--- src/rtl/fb_port_arbiter_if.sv ---
// fb_port_arbiter_if: VGA, writer, reader and RAM signals of the frame-buffer arbiter.
// FB_ARB_STATS_EN adds the stall-counter signals.
interface fb_port_arbiter_if #(parameter int ADDR_W = 16, parameter int DATA_W = 8, parameter int PIX_W = 3);
  logic vga_active;
  logic [ADDR_W+PIX_W-1:0] vga_addr;
  logic [DATA_W-1:0] vga_word;
  logic vga_word_valid;
  logic wr_req;
  logic [ADDR_W-1:0] wr_addr;
  logic [DATA_W-1:0] wr_data;
  logic wr_ack;
  logic rd_req;
  logic [ADDR_W-1:0] rd_addr;
  logic rd_ack;
  logic [DATA_W-1:0] rd_data;
  logic rd_valid;
  logic [ADDR_W-1:0] ram_addr;
  logic ram_we;
  logic [DATA_W-1:0] ram_wdata;
  logic [DATA_W-1:0] ram_q;
`ifdef FB_ARB_STATS_EN
  logic stats_clr;
  logic [15:0] wr_stall_cnt;
  logic [15:0] rd_stall_cnt;
`endif
  modport slave (
    input vga_active, vga_addr, wr_req, wr_addr, wr_data, rd_req, rd_addr, ram_q,
    output vga_word, vga_word_valid, wr_ack, rd_ack, rd_data, rd_valid, ram_addr, ram_we, ram_wdata
`ifdef FB_ARB_STATS_EN
    , input stats_clr, output wr_stall_cnt, rd_stall_cnt
`endif
  );
  modport master (
    output vga_active, vga_addr, wr_req, wr_addr, wr_data, rd_req, rd_addr, ram_q,
    input vga_word, vga_word_valid, wr_ack, rd_ack, rd_data, rd_valid, ram_addr, ram_we, ram_wdata
`ifdef FB_ARB_STATS_EN
    , output stats_clr, input wr_stall_cnt, rd_stall_cnt
`endif
  );
endinterface

--- src/rtl/fb_port_arbiter.sv ---
// fb_port_arbiter: shares one frame-buffer RAM between VGA scan-out (priority), a writer and a reader.
// FB_ARB_STATS_EN adds saturating per-client stall counters with a synchronous clear.
module fb_port_arbiter #(parameter int ADDR_W = 16, parameter int DATA_W = 8, parameter int PIX_W = 3) (
  input logic vga_clk,
  input logic rstn,
  fb_port_arbiter_if.slave bus
);
  typedef enum logic [1:0] {IDLE, VGA, WR, RD} owner_t;
  owner_t owner, owner_nx, tag;
  logic ptr_rd, ptr_rd_nx;
  logic vga_slot, wr_el, rd_el;
  logic [ADDR_W-1:0] ram_addr_nx;
  assign vga_slot = bus.vga_active && bus.vga_addr[PIX_W-1:0] == '0;
  // A client whose ack is high this cycle is still holding its old request.
  assign wr_el = bus.wr_req && owner != WR;
  assign rd_el = bus.rd_req && owner != RD;
  assign bus.ram_we = owner == WR;
  assign bus.wr_ack = owner == WR;
  assign bus.rd_ack = owner == RD;
  always_comb begin
    owner_nx = vga_slot ? VGA : (wr_el && rd_el) ? (ptr_rd ? RD : WR) : wr_el ? WR : rd_el ? RD : IDLE;
    ptr_rd_nx = owner_nx == WR ? 1'b1 : owner_nx == RD ? 1'b0 : ptr_rd;
    ram_addr_nx = owner_nx == VGA ? bus.vga_addr[ADDR_W+PIX_W-1:PIX_W] :
                  owner_nx == WR ? bus.wr_addr : owner_nx == RD ? bus.rd_addr : bus.ram_addr;
  end
  always_ff @(posedge vga_clk) begin
    if (!rstn) begin
      owner <= IDLE;
      ptr_rd <= 1'b0;
    end else begin
      owner <= owner_nx;
      ptr_rd <= ptr_rd_nx;
    end
  end
  // tag follows the RAM's one-cycle read latency so returning data is steered to its requester.
  always_ff @(posedge vga_clk) begin
    if (!rstn) begin
      tag <= IDLE;
      bus.ram_addr <= '0;
      bus.ram_wdata <= '0;
      bus.rd_data <= '0;
      bus.rd_valid <= 1'b0;
      bus.vga_word <= '0;
      bus.vga_word_valid <= 1'b0;
    end else begin
      tag <= owner;
      bus.ram_addr <= ram_addr_nx;
      if (owner_nx == WR) bus.ram_wdata <= bus.wr_data;
      bus.rd_valid <= tag == RD;
      bus.vga_word_valid <= tag == VGA;
      if (tag == RD) bus.rd_data <= bus.ram_q;
      if (tag == VGA) bus.vga_word <= bus.ram_q;
    end
  end
`ifdef FB_ARB_STATS_EN
  logic wr_stall, rd_stall;
  assign wr_stall = wr_el && owner_nx != WR;
  assign rd_stall = rd_el && owner_nx != RD;
  always_ff @(posedge vga_clk) begin
    if (!rstn || bus.stats_clr) begin
      bus.wr_stall_cnt <= '0;
      bus.rd_stall_cnt <= '0;
    end else begin
      bus.wr_stall_cnt <= bus.wr_stall_cnt + 16'(wr_stall && !(&bus.wr_stall_cnt));
      bus.rd_stall_cnt <= bus.rd_stall_cnt + 16'(rd_stall && !(&bus.rd_stall_cnt));
    end
  end
`endif
endmodule

--- src/flat_wrapper.sv ---
// flat-port wrapper written by rule: the top's interface ports become plain ports
module fb_port_arbiter_flat 
#(parameter int ADDR_W = 16, parameter int DATA_W = 8, parameter int PIX_W = 3)
  (vga_clk, rstn, bus_vga_active, bus_vga_addr, bus_wr_req, bus_wr_addr, bus_wr_data, bus_rd_req, bus_rd_addr, bus_ram_q, bus_vga_word, bus_vga_word_valid, bus_wr_ack, bus_rd_ack, bus_rd_data, bus_rd_valid, bus_ram_addr, bus_ram_we, bus_ram_wdata);
  fb_port_arbiter_if #(.ADDR_W(ADDR_W), .DATA_W(DATA_W), .PIX_W(PIX_W)) bus_i ();
  input logic vga_clk;
  input logic rstn;
  input wire logic [$bits(bus_i.vga_active)-1:0] bus_vga_active;
  input wire logic [$bits(bus_i.vga_addr)-1:0] bus_vga_addr;
  input wire logic [$bits(bus_i.wr_req)-1:0] bus_wr_req;
  input wire logic [$bits(bus_i.wr_addr)-1:0] bus_wr_addr;
  input wire logic [$bits(bus_i.wr_data)-1:0] bus_wr_data;
  input wire logic [$bits(bus_i.rd_req)-1:0] bus_rd_req;
  input wire logic [$bits(bus_i.rd_addr)-1:0] bus_rd_addr;
  input wire logic [$bits(bus_i.ram_q)-1:0] bus_ram_q;
  output wire logic [$bits(bus_i.vga_word)-1:0] bus_vga_word;
  output wire logic [$bits(bus_i.vga_word_valid)-1:0] bus_vga_word_valid;
  output wire logic [$bits(bus_i.wr_ack)-1:0] bus_wr_ack;
  output wire logic [$bits(bus_i.rd_ack)-1:0] bus_rd_ack;
  output wire logic [$bits(bus_i.rd_data)-1:0] bus_rd_data;
  output wire logic [$bits(bus_i.rd_valid)-1:0] bus_rd_valid;
  output wire logic [$bits(bus_i.ram_addr)-1:0] bus_ram_addr;
  output wire logic [$bits(bus_i.ram_we)-1:0] bus_ram_we;
  output wire logic [$bits(bus_i.ram_wdata)-1:0] bus_ram_wdata;
  assign bus_i.vga_active = bus_vga_active;
  assign bus_i.vga_addr = bus_vga_addr;
  assign bus_i.wr_req = bus_wr_req;
  assign bus_i.wr_addr = bus_wr_addr;
  assign bus_i.wr_data = bus_wr_data;
  assign bus_i.rd_req = bus_rd_req;
  assign bus_i.rd_addr = bus_rd_addr;
  assign bus_i.ram_q = bus_ram_q;
  assign bus_vga_word = bus_i.vga_word;
  assign bus_vga_word_valid = bus_i.vga_word_valid;
  assign bus_wr_ack = bus_i.wr_ack;
  assign bus_rd_ack = bus_i.rd_ack;
  assign bus_rd_data = bus_i.rd_data;
  assign bus_rd_valid = bus_i.rd_valid;
  assign bus_ram_addr = bus_i.ram_addr;
  assign bus_ram_we = bus_i.ram_we;
  assign bus_ram_wdata = bus_i.ram_wdata;
  fb_port_arbiter #(.ADDR_W(ADDR_W), .DATA_W(DATA_W), .PIX_W(PIX_W)) u_core (.vga_clk(vga_clk), .rstn(rstn), .bus(bus_i));
endmodule
--- config.mk ---
export PLATFORM = sky130hd
export DESIGN_NAME = fb_port_arbiter_flat
export DESIGN_NICKNAME = d
export VERILOG_FILES = /design/src/rtl/fb_port_arbiter_if.sv /design/src/rtl/fb_port_arbiter.sv /design/src/flat_wrapper.sv
export SDC_FILE = /design/constraint.sdc
export NUM_CORES = 1
export LEC_CHECK = 0
export ABC_AREA = 1
export CORE_AREA = 2 2 75 77
export CTS_CLUSTER_DIAMETER = 40
export DETAILED_ROUTE_END_ITERATION = 8
export DIE_AREA = 0 0 77 79
export PLACE_DENSITY_LB_ADDON = 0.05
export SLEW_MARGIN = 40
export SYNTH_ARGS = -nofsm -noshare
export SYNTH_HDL_FRONTEND = slang
export SYNTH_SLANG_ARGS = --single-unit
--- constraint.sdc ---
create_clock -name vga_clk -period 2.1 [get_ports vga_clk]
set_input_delay 0.63 -clock vga_clk [delete_from_list [all_inputs] [get_ports vga_clk]]
set_output_delay 0.63 -clock vga_clk [all_outputs]
set_load 0.1 [all_outputs]
# After elaboration in Yosys (flattened, before gate mapping)

Cells that the tools add are included.

Equality and inequality tests: 9
Mux-type cells: 10
Reductions and logical operators: 7

Operators by type and width:

| kind                                                                   | number |
|---|---|
| 16-bit two-way mux                                                     | 3 |
| 2-bit equality test (second input constant)                            | 5 |
| 2-bit two-way mux                                                      | 4 |
| 2-bit by 1-bit equality test with 1-bit output (second input constant) | 2 |
| 1-bit logical AND                                                      | 4 |
| 2-bit inequality test (second input constant)                          | 2 |
| 3-bit zero test                                                        | 1 |
| 1-bit two-way mux                                                      | 3 |
| 3-bit nonzero test                                                     | 1 |
| 2-bit nonzero test                                                     | 1 |

Register bits: 47
Input port bits: 72
Output and inout port bits: 45
Logic and storage cells: 35

# Logic depth before layout (Yosys ltp)

Gate-level depths: netlist (run 1).

Depth in word-level cells: 10
Mapped depth: 12
Gate-level depth less buffers: 10

# Worst setup path before layout (run 1)

No wires, ideal clock.

Kind: reg-to-output
From: register u_core.owner[0]
To: output bus_wr_ack
Arrival: 1.442 ns
Slack: 0.028 ns
Stages on the path, launching flop included: 5
Path buffers: 1
Cells stage by stage: dfxtp_1 > inv_1 > nand2_2 > inv_1 > buf_4

Longest elaborated chain between the ends: 1

RTL lines:

| element                  | line                  | source |
|---|---|---|
| start: declaration       | fb_port_arbiter.sv:9  | `owner_t owner, owner_nx, tag;` |
| start signal: assignment | fb_port_arbiter.sv:31 | `owner <= owner_nx;` |
| 2-bit equality test      | n/a                   |  |
| end: declaration         | flat_wrapper.sv:18    | `output wire logic [$bits(bus_i.wr_ack)-1:0] bus_wr_ack;` |

No other way between the ends.

# Worst setup path in the final report (run 1)

From: input bus_vga_addr[1]
To: register u_core.bus.ram_addr[5]

Longest elaborated chain between the ends: 6
Elaborated cells between the ends (all ways): 9

RTL lines:

| element                | line                     | source |
|---|---|---|
| start: declaration     | flat_wrapper.sv:9        | `input wire logic [$bits(bus_i.vga_addr)-1:0] bus_vga_addr;` |
| 3-bit zero test (*)    | fb_port_arbiter.sv:13    | `assign vga_slot = bus.vga_active && bus.vga_addr[PIX_W-1:0] == '0;` |
| 1-bit logical AND (*)  | fb_port_arbiter.sv:13    |  |
| 2-bit two-way mux (*)  | fb_port_arbiter.sv:21    | `owner_nx = vga_slot ? VGA : (wr_el && rd_el) ? (ptr_rd ? RD : WR) : wr_el ? WR : rd_el ? RD : IDLE;` |
| 2-bit equality test    | fb_port_arbiter.sv:24    | `owner_nx == WR ? bus.wr_addr : owner_nx == RD ? bus.rd_addr : bus.ram_addr;` |
| 16-bit two-way mux     | fb_port_arbiter.sv:24    |  |
| 16-bit two-way mux     | fb_port_arbiter.sv:23    | `ram_addr_nx = owner_nx == VGA ? bus.vga_addr[ADDR_W+PIX_W-1:PIX_W] :` |
| end signal: assignment | fb_port_arbiter.sv:47    | `bus.ram_addr <= ram_addr_nx;` |
| end: declaration       | fb_port_arbiter_if.sv:28 | `output vga_word, vga_word_valid, wr_ack, rd_ack, rd_data, rd_valid, ram_addr, ram_we, ram_wdata` |

Mark *: on every way between the ends. The rest lies on a longest branch, timed or not.
A chain may end at the register's enable or synchronous reset.

==> results.cfg, run 1 <==
[run_status]
status = complete, no violations

[placement]
dp_slack_ns = -0.0114
numPortBuffers = 116
place_area_mm2 = 0.00380
place_inst = 475
place_congestion = 0.759
dpl.hpwl_mm = 4.90

[clocking]
clkLatencyLatePin_ns = 0.30
ctsHoldBuffers = 0
clockBufferDepth = 2
htreeDepth = 2
post-cts-setup-buffers = 0
clkTransAtPathRegs_ns = 0.08
clkSinkCount = 47
cts_buffers = 5
cts_tree = built
root_buffer = clkbuf_8
cts_resized = 0

[floorplanning]
die_w_um = 77
initial_core_util_pct = 40.2
rows = 27
io_pins = 117
die-area_mm2 = 0.00608
fp.dieH_um = 79
fp.coreArea_mm2 = 0.00534

[detailed_routing]
vias = 2291
drc_errors = 0
postRouteAntennaNets = 0
route.detailed.wl_per_inst_um = 13.0
viasPerCell = 4.74
wl_mm = 6.28
drt_iter0_drc = 69
dr.pass1.iters = 4

[timing]
fin_crit_sh_pct = 84.8
setup-tns-final_ns = 0
drv_slew = 0
fin_hold_ws_ns = 0.458
max_slew_margin_pct = 80.5
fmax_mhz = 561
tightest_slew_ns = 0.292
final-setup-viol-count = 0
fin_crit_ns = 1.78
worst_slack_ns = 0.318
finalHoldViolCount = 0
rsz0062_at_grt = false
finClkSkew_ns = 0.00749

[yosys]
netlist_area_mm2 = 0.00214
netlist_instances = 289
ys_warn_count = 0
yosysSeqAreaShare_pct = 43.9
synth_fp_nets = 361
syn_area_per_cell_um2 = 7.42
ys_seq_elements = 47
synthDistinctLibCells = 25

[final_layout]
fin_cells = 483
final_cell_area_mm2 = 0.00394
nets = 482
final_common_cell = clkdlybuf4s50_1
area_delta_synth_final_pct = 83.5
diodes = 0
mostFrequentLayoutCells = clkdlybuf4s50_1 (71), nor2_1 (53), dfxtp_1 (47)
fin_util_pct = 73.7
drive_gt1_share_pct = 18.7

[power]
irDropWorstVdd_v = 0.000457
power_density_mw_per_mm2 = 751
leakage_nw = 1.79
finalPower_mw = 2.96

[critical_path]
worstPathMaxFanout = 14
critPathRequiredTime_ns = 2.35
start_kind = input pin
cp.arrival_ns = 2.03
crit_type = input pin to flip-flop
cp-end-kind = flip-flop

[global_routing]
grt_max_degree = 25
grt_overflow_total = 0
grt_pass1_vias = 2173
antenna_found_initial = 0
grt_pass1_wl_mm = 10.1
grtUsageTotal_pct = 20.9

[flow_run]
cap_violations = 0

[worst_hold_path]
hp-class = flip-flop to flip-flop
final timing paths:
check / startpoint / to / slack [ns] / cells past startpoint
min: u_core.owner[0]$_SDFF_PN0_ / u_core.tag[0]$_SDFF_PN0_ / 0.46 / 2
min reg2reg: u_core.owner[0]$_SDFF_PN0_ / u_core.tag[0]$_SDFF_PN0_ / 0.46 / 2
max: bus_vga_addr[1] / u_core.bus.ram_addr[5]$_SDFFE_PN0P_ / 0.32 / 10
max reg2reg: u_core.owner[1]$_SDFF_PN0_ / u_core.bus.ram_addr[1]$_SDFFE_PN0P_ / 0.67 / 7
report_power, final:
| group | total [mW] | internal [mW] | leakage (nW) | switching, mW |
|---|---|---|---|---|
| sequential | 1.03 | 0.960 | 0.387 | 0.0659 |
| combinational | 1.15 | 0.452 | 1.34 | 0.696 |
| clock | 0.782 | 0.476 | 0.0654 | 0.306 |
cell usage after synthesis:
cell type | count | share of area [%]
clkbuf_8 | 1 | 0.64
o21ai_0 | 33 | 7.7
a22oi_1 | 2 | 0.70
nor2_4 | 1 | 0.53
buf_4 | 1 | 0.35
buf_8 | 1 | 0.70
nand4_1 | 8 | 2.3
nor2_1 | 53 | 9.3
nand3_2 | 3 | 1.4
nand2_4 | 1 | 0.53
nor2_8 | 2 | 1.9
nand2_2 | 5 | 1.5
inv_2 | 1 | 0.17
inv_1 | 37 | 6.5
nand2_1 | 40 | 7.0
dfxtp_1 | 47 | 44
clkbuf_1 | 5 | 0.88
buf_12 | 1 | 0.93
buf_6 | 3 | 1.6
nand3_1 | 14 | 3.3
clkinv_1 | 1 | 0.17
buf_2 | 1 | 0.23
a21oi_1 | 21 | 4.9
a21boi_0 | 6 | 2.1
nand2_8 | 1 | 0.93
critical path: stages:
cell	delay, ns
clkdlybuf4s50_1	0.46
nor2_1	0.04
nand3_1	0.12
buf_4	0.18
nand2_8	0.08
nor2_8	0.25
nand2_1	0.08
nand3_1	0.08
nand2_1	0.05
inv_1	0.04
registers in the layout (all words and copies together) (netlist names):
register	flops
u_core.bus.ram_addr	16
u_core.bus.ram_wdata	8
u_core.bus.rd_data	8
u_core.bus.vga_word	8
u_core.owner	2
u_core.tag	2
u_core.bus.rd_valid	1
u_core.bus.vga_word_valid	1
u_core.ptr_rd	1
kinds of logic (layout without fill, tap and decap cells):
group / after synthesis / after routing / share of synthesized area [%]
simple gates: 128 / 128 / 28.6
compound gates: 62 / 62 / 15.4
buf+inv: 52 / 174 / 12.1
flops: 47 / 47 / 43.9
final cells by class:
cell class | instances | area, um^2
clock inverter | 2 | 60.1
tap | 72 | 90.1
sequential | 47 | 941
multi-input combinational | 190 | 943
timing repair buffer | 127 | 1680
inverter | 39 | 146
fill | 426 | 1400
clock buffer | 6 | 72.6
per-layer routing:
| layer | wire length [um] | part of all wire (%) | vias to the layer above | global-route usage, % |
|---|---|---|---|---|
| li1 | - | - | 1161 | - |
| met1 | 2370 | 38 | 1021 | 23.5 |
| met2 | 3310 | 53 | 98 | 37.5 |
| met3 | 509 | 8.1 | 11 | 6.25 |
| met4 | 89 | 1.4 | 0 | 7.32 |
| met5 | 0 | 0 | - | 0 |
Power figures use the tool's default switching activity.
==> run 2, diff against run 1 <==
- CORE_AREA: 2 2 75 77 -> 2 2 78 80
- DIE_AREA: 0 0 77 79 -> 0 0 80 82
- clock period: 2.1 -> 1.8 ns (I/O delays scaled with it)
==> results.cfg, run 2 (synthesized netlist as in run 1, its figures left out) <==
[run_status]
status = complete, no violations

[critical_path]
cp.arrival_ns = 1.89
start_kind = input pin
crit_type = input pin to flip-flop
cp-end-kind = flip-flop
critPathRequiredTime_ns = 1.99
worstPathMaxFanout = 17

[clocking]
clockBufferDepth = 2
htreeDepth = 2
cts_buffers = 5
cts_tree = built
clkSinkCount = 47
clkLatencyLatePin_ns = 0.30
ctsHoldBuffers = 0
root_buffer = clkbuf_8
clkTransAtPathRegs_ns = 0.09

[final_layout]
largest_reg_flops = 16
diodes = 0
final_cell_area_mm2 = 0.00403
fillers = 479
regMostFlops = u_core.bus.ram_addr
drive_gt1_share_pct = 19.8
final_common_cell = clkdlybuf4s50_1
nets = 486
mostFrequentLayoutCells = clkdlybuf4s50_1 (71), nor2_1 (53), buf_12 (48)
area_delta_synth_final_pct = 87.7

[timing]
final-setup-viol-count = 0
drv_slew = 0
finClkSkew_ns = 0.00529
max_slew_margin_pct = 80.8
finalHoldViolCount = 0
fmax_mhz = 589
rsz0062_at_grt = true
tightest_slew_ns = 0.287
fin_crit_ns = 1.70
fin_hold_ws_ns = 0.455
fin_crit_sh_pct = 94.3

[floorplanning]
io_pins = 117
die_w_um = 80
die-area_mm2 = 0.00656
rows = 28
fp.coreArea_mm2 = 0.00575
initial_core_util_pct = 37.3
fp.dieH_um = 82

[worst_hold_path]
hp-class = flip-flop to flip-flop

[power]
leakage_nw = 1.82
seq_power_share_pct = 34.5
p_switching_mw = 1.24
p_clk_share_pct = 25.8
power_density_mw_per_mm2 = 864
irDropWorstVdd_v = 0.000520
power_frac_comb_pct = 39.7
p_int_mw = 2.23
swShare_pct = 35.7

[global_routing]
grt_pass1_wl_mm = 10.2
grt_pass1_vias = 2191
grt_max_degree = 18
grtUsageTotal_pct = 20.1
grt_overflow_total = 0
antenna_found_initial = 0

[placement]
place_congestion = 0.762
numPortBuffers = 116
dpl.hpwl_mm = 4.86
place_area_mm2 = 0.00387

[detailed_routing]
wl_mm = 6.33
vias = 2298
drt_iter0_drc = 106
viasPerCell = 4.69
postRouteAntennaNets = 0
route.detailed.wl_per_inst_um = 12.9
dr.pass1.iters = 5
drc_errors = 0

[flow_run]
cap_violations = 0
## run 2: layer usage
layer | vias up | track usage (%) | share of wire (%)
met3 | 10 | 6.81 | 9.7
li1 | 1174 | - | -
met1 | 1015 | 23.3 | 39
met4 | 0 | 6.95 | 1.4
met5 | - | 0 | 0
met2 | 99 | 34.7 | 50
## run 2: final cells by class
cell class	instances	area [um^2]	area share, %
clock buffers	6	72.6	1.80
clock inverters	2	60.1	1.49
inverters	39	153	3.79
multi-input cells	190	943	23.4
flip-flops and latches	47	941	23.4
well taps	75	93.8	2.33
repair buffers	131	1760	43.8
## run 2: critical path: stages
cell             delay, ns
clkdlybuf4s50_1       0.45
nor2_1                0.04
nand3_1               0.15
buf_4                 0.19
nand3_2               0.10
buf_12                0.17
o21ai_0               0.18
nor2_1                0.06
## run 2: timing repair
action	in CTS	in global routing
buffers inserted	0	1
endpoints found under the hold margin	0	0
gates resized for setup	0	1
setup endpoints to repair	0	4
## run 2: path summary, 6_finish.rpt
check,start,to,slack (ns),cells past startpoint
worst max-delay path,bus_vga_addr[1],u_core.bus.ram_wdata[7]$_SDFFE_PN0P_,0.10,8
worst min register to register,u_core.owner[0]$_SDFF_PN0_,u_core.tag[0]$_SDFF_PN0_,0.45,2
worst min-delay path,u_core.owner[0]$_SDFF_PN0_,u_core.tag[0]$_SDFF_PN0_,0.45,2
worst max register to register,u_core.owner[1]$_SDFF_PN0_,u_core.bus.ram_addr[6]$_SDFFE_PN0P_,0.32,7
## run 2: power by group through the flow
stage | Clock (mW) | Combinational [mW] | Sequential [mW]
floorplan | 0 | 0.319 | 1.69
global placement | 0 | 1.36 | 1.22
detailed placement | 0 | 1.37 | 1.22
CTS | 0.924 | 1.38 | 1.20
global route | 0.978 | 1.45 | 1.21
finish | 0.898 | 1.38 | 1.20
## run 2: stage by stage
stage / util, % / power (mW) / setup WS [ns] / setup TNS, ns / instances
after floorplan: - / 2.01 / 0.0123 / 0 / 289
after global placement: 67.4 / 2.58 / -0.166 / -3.39 / 481
after detailed placement: 67.4 / 2.60 / -0.222 / -3.94 / 481
after CTS: 69.7 / 3.50 / 0.0676 / 0 / 489
after global routing: 70.1 / 3.64 / -0.0554 / -0.0554 / 490
final: 70.1 / 3.48 / 0.103 / 0 / 490
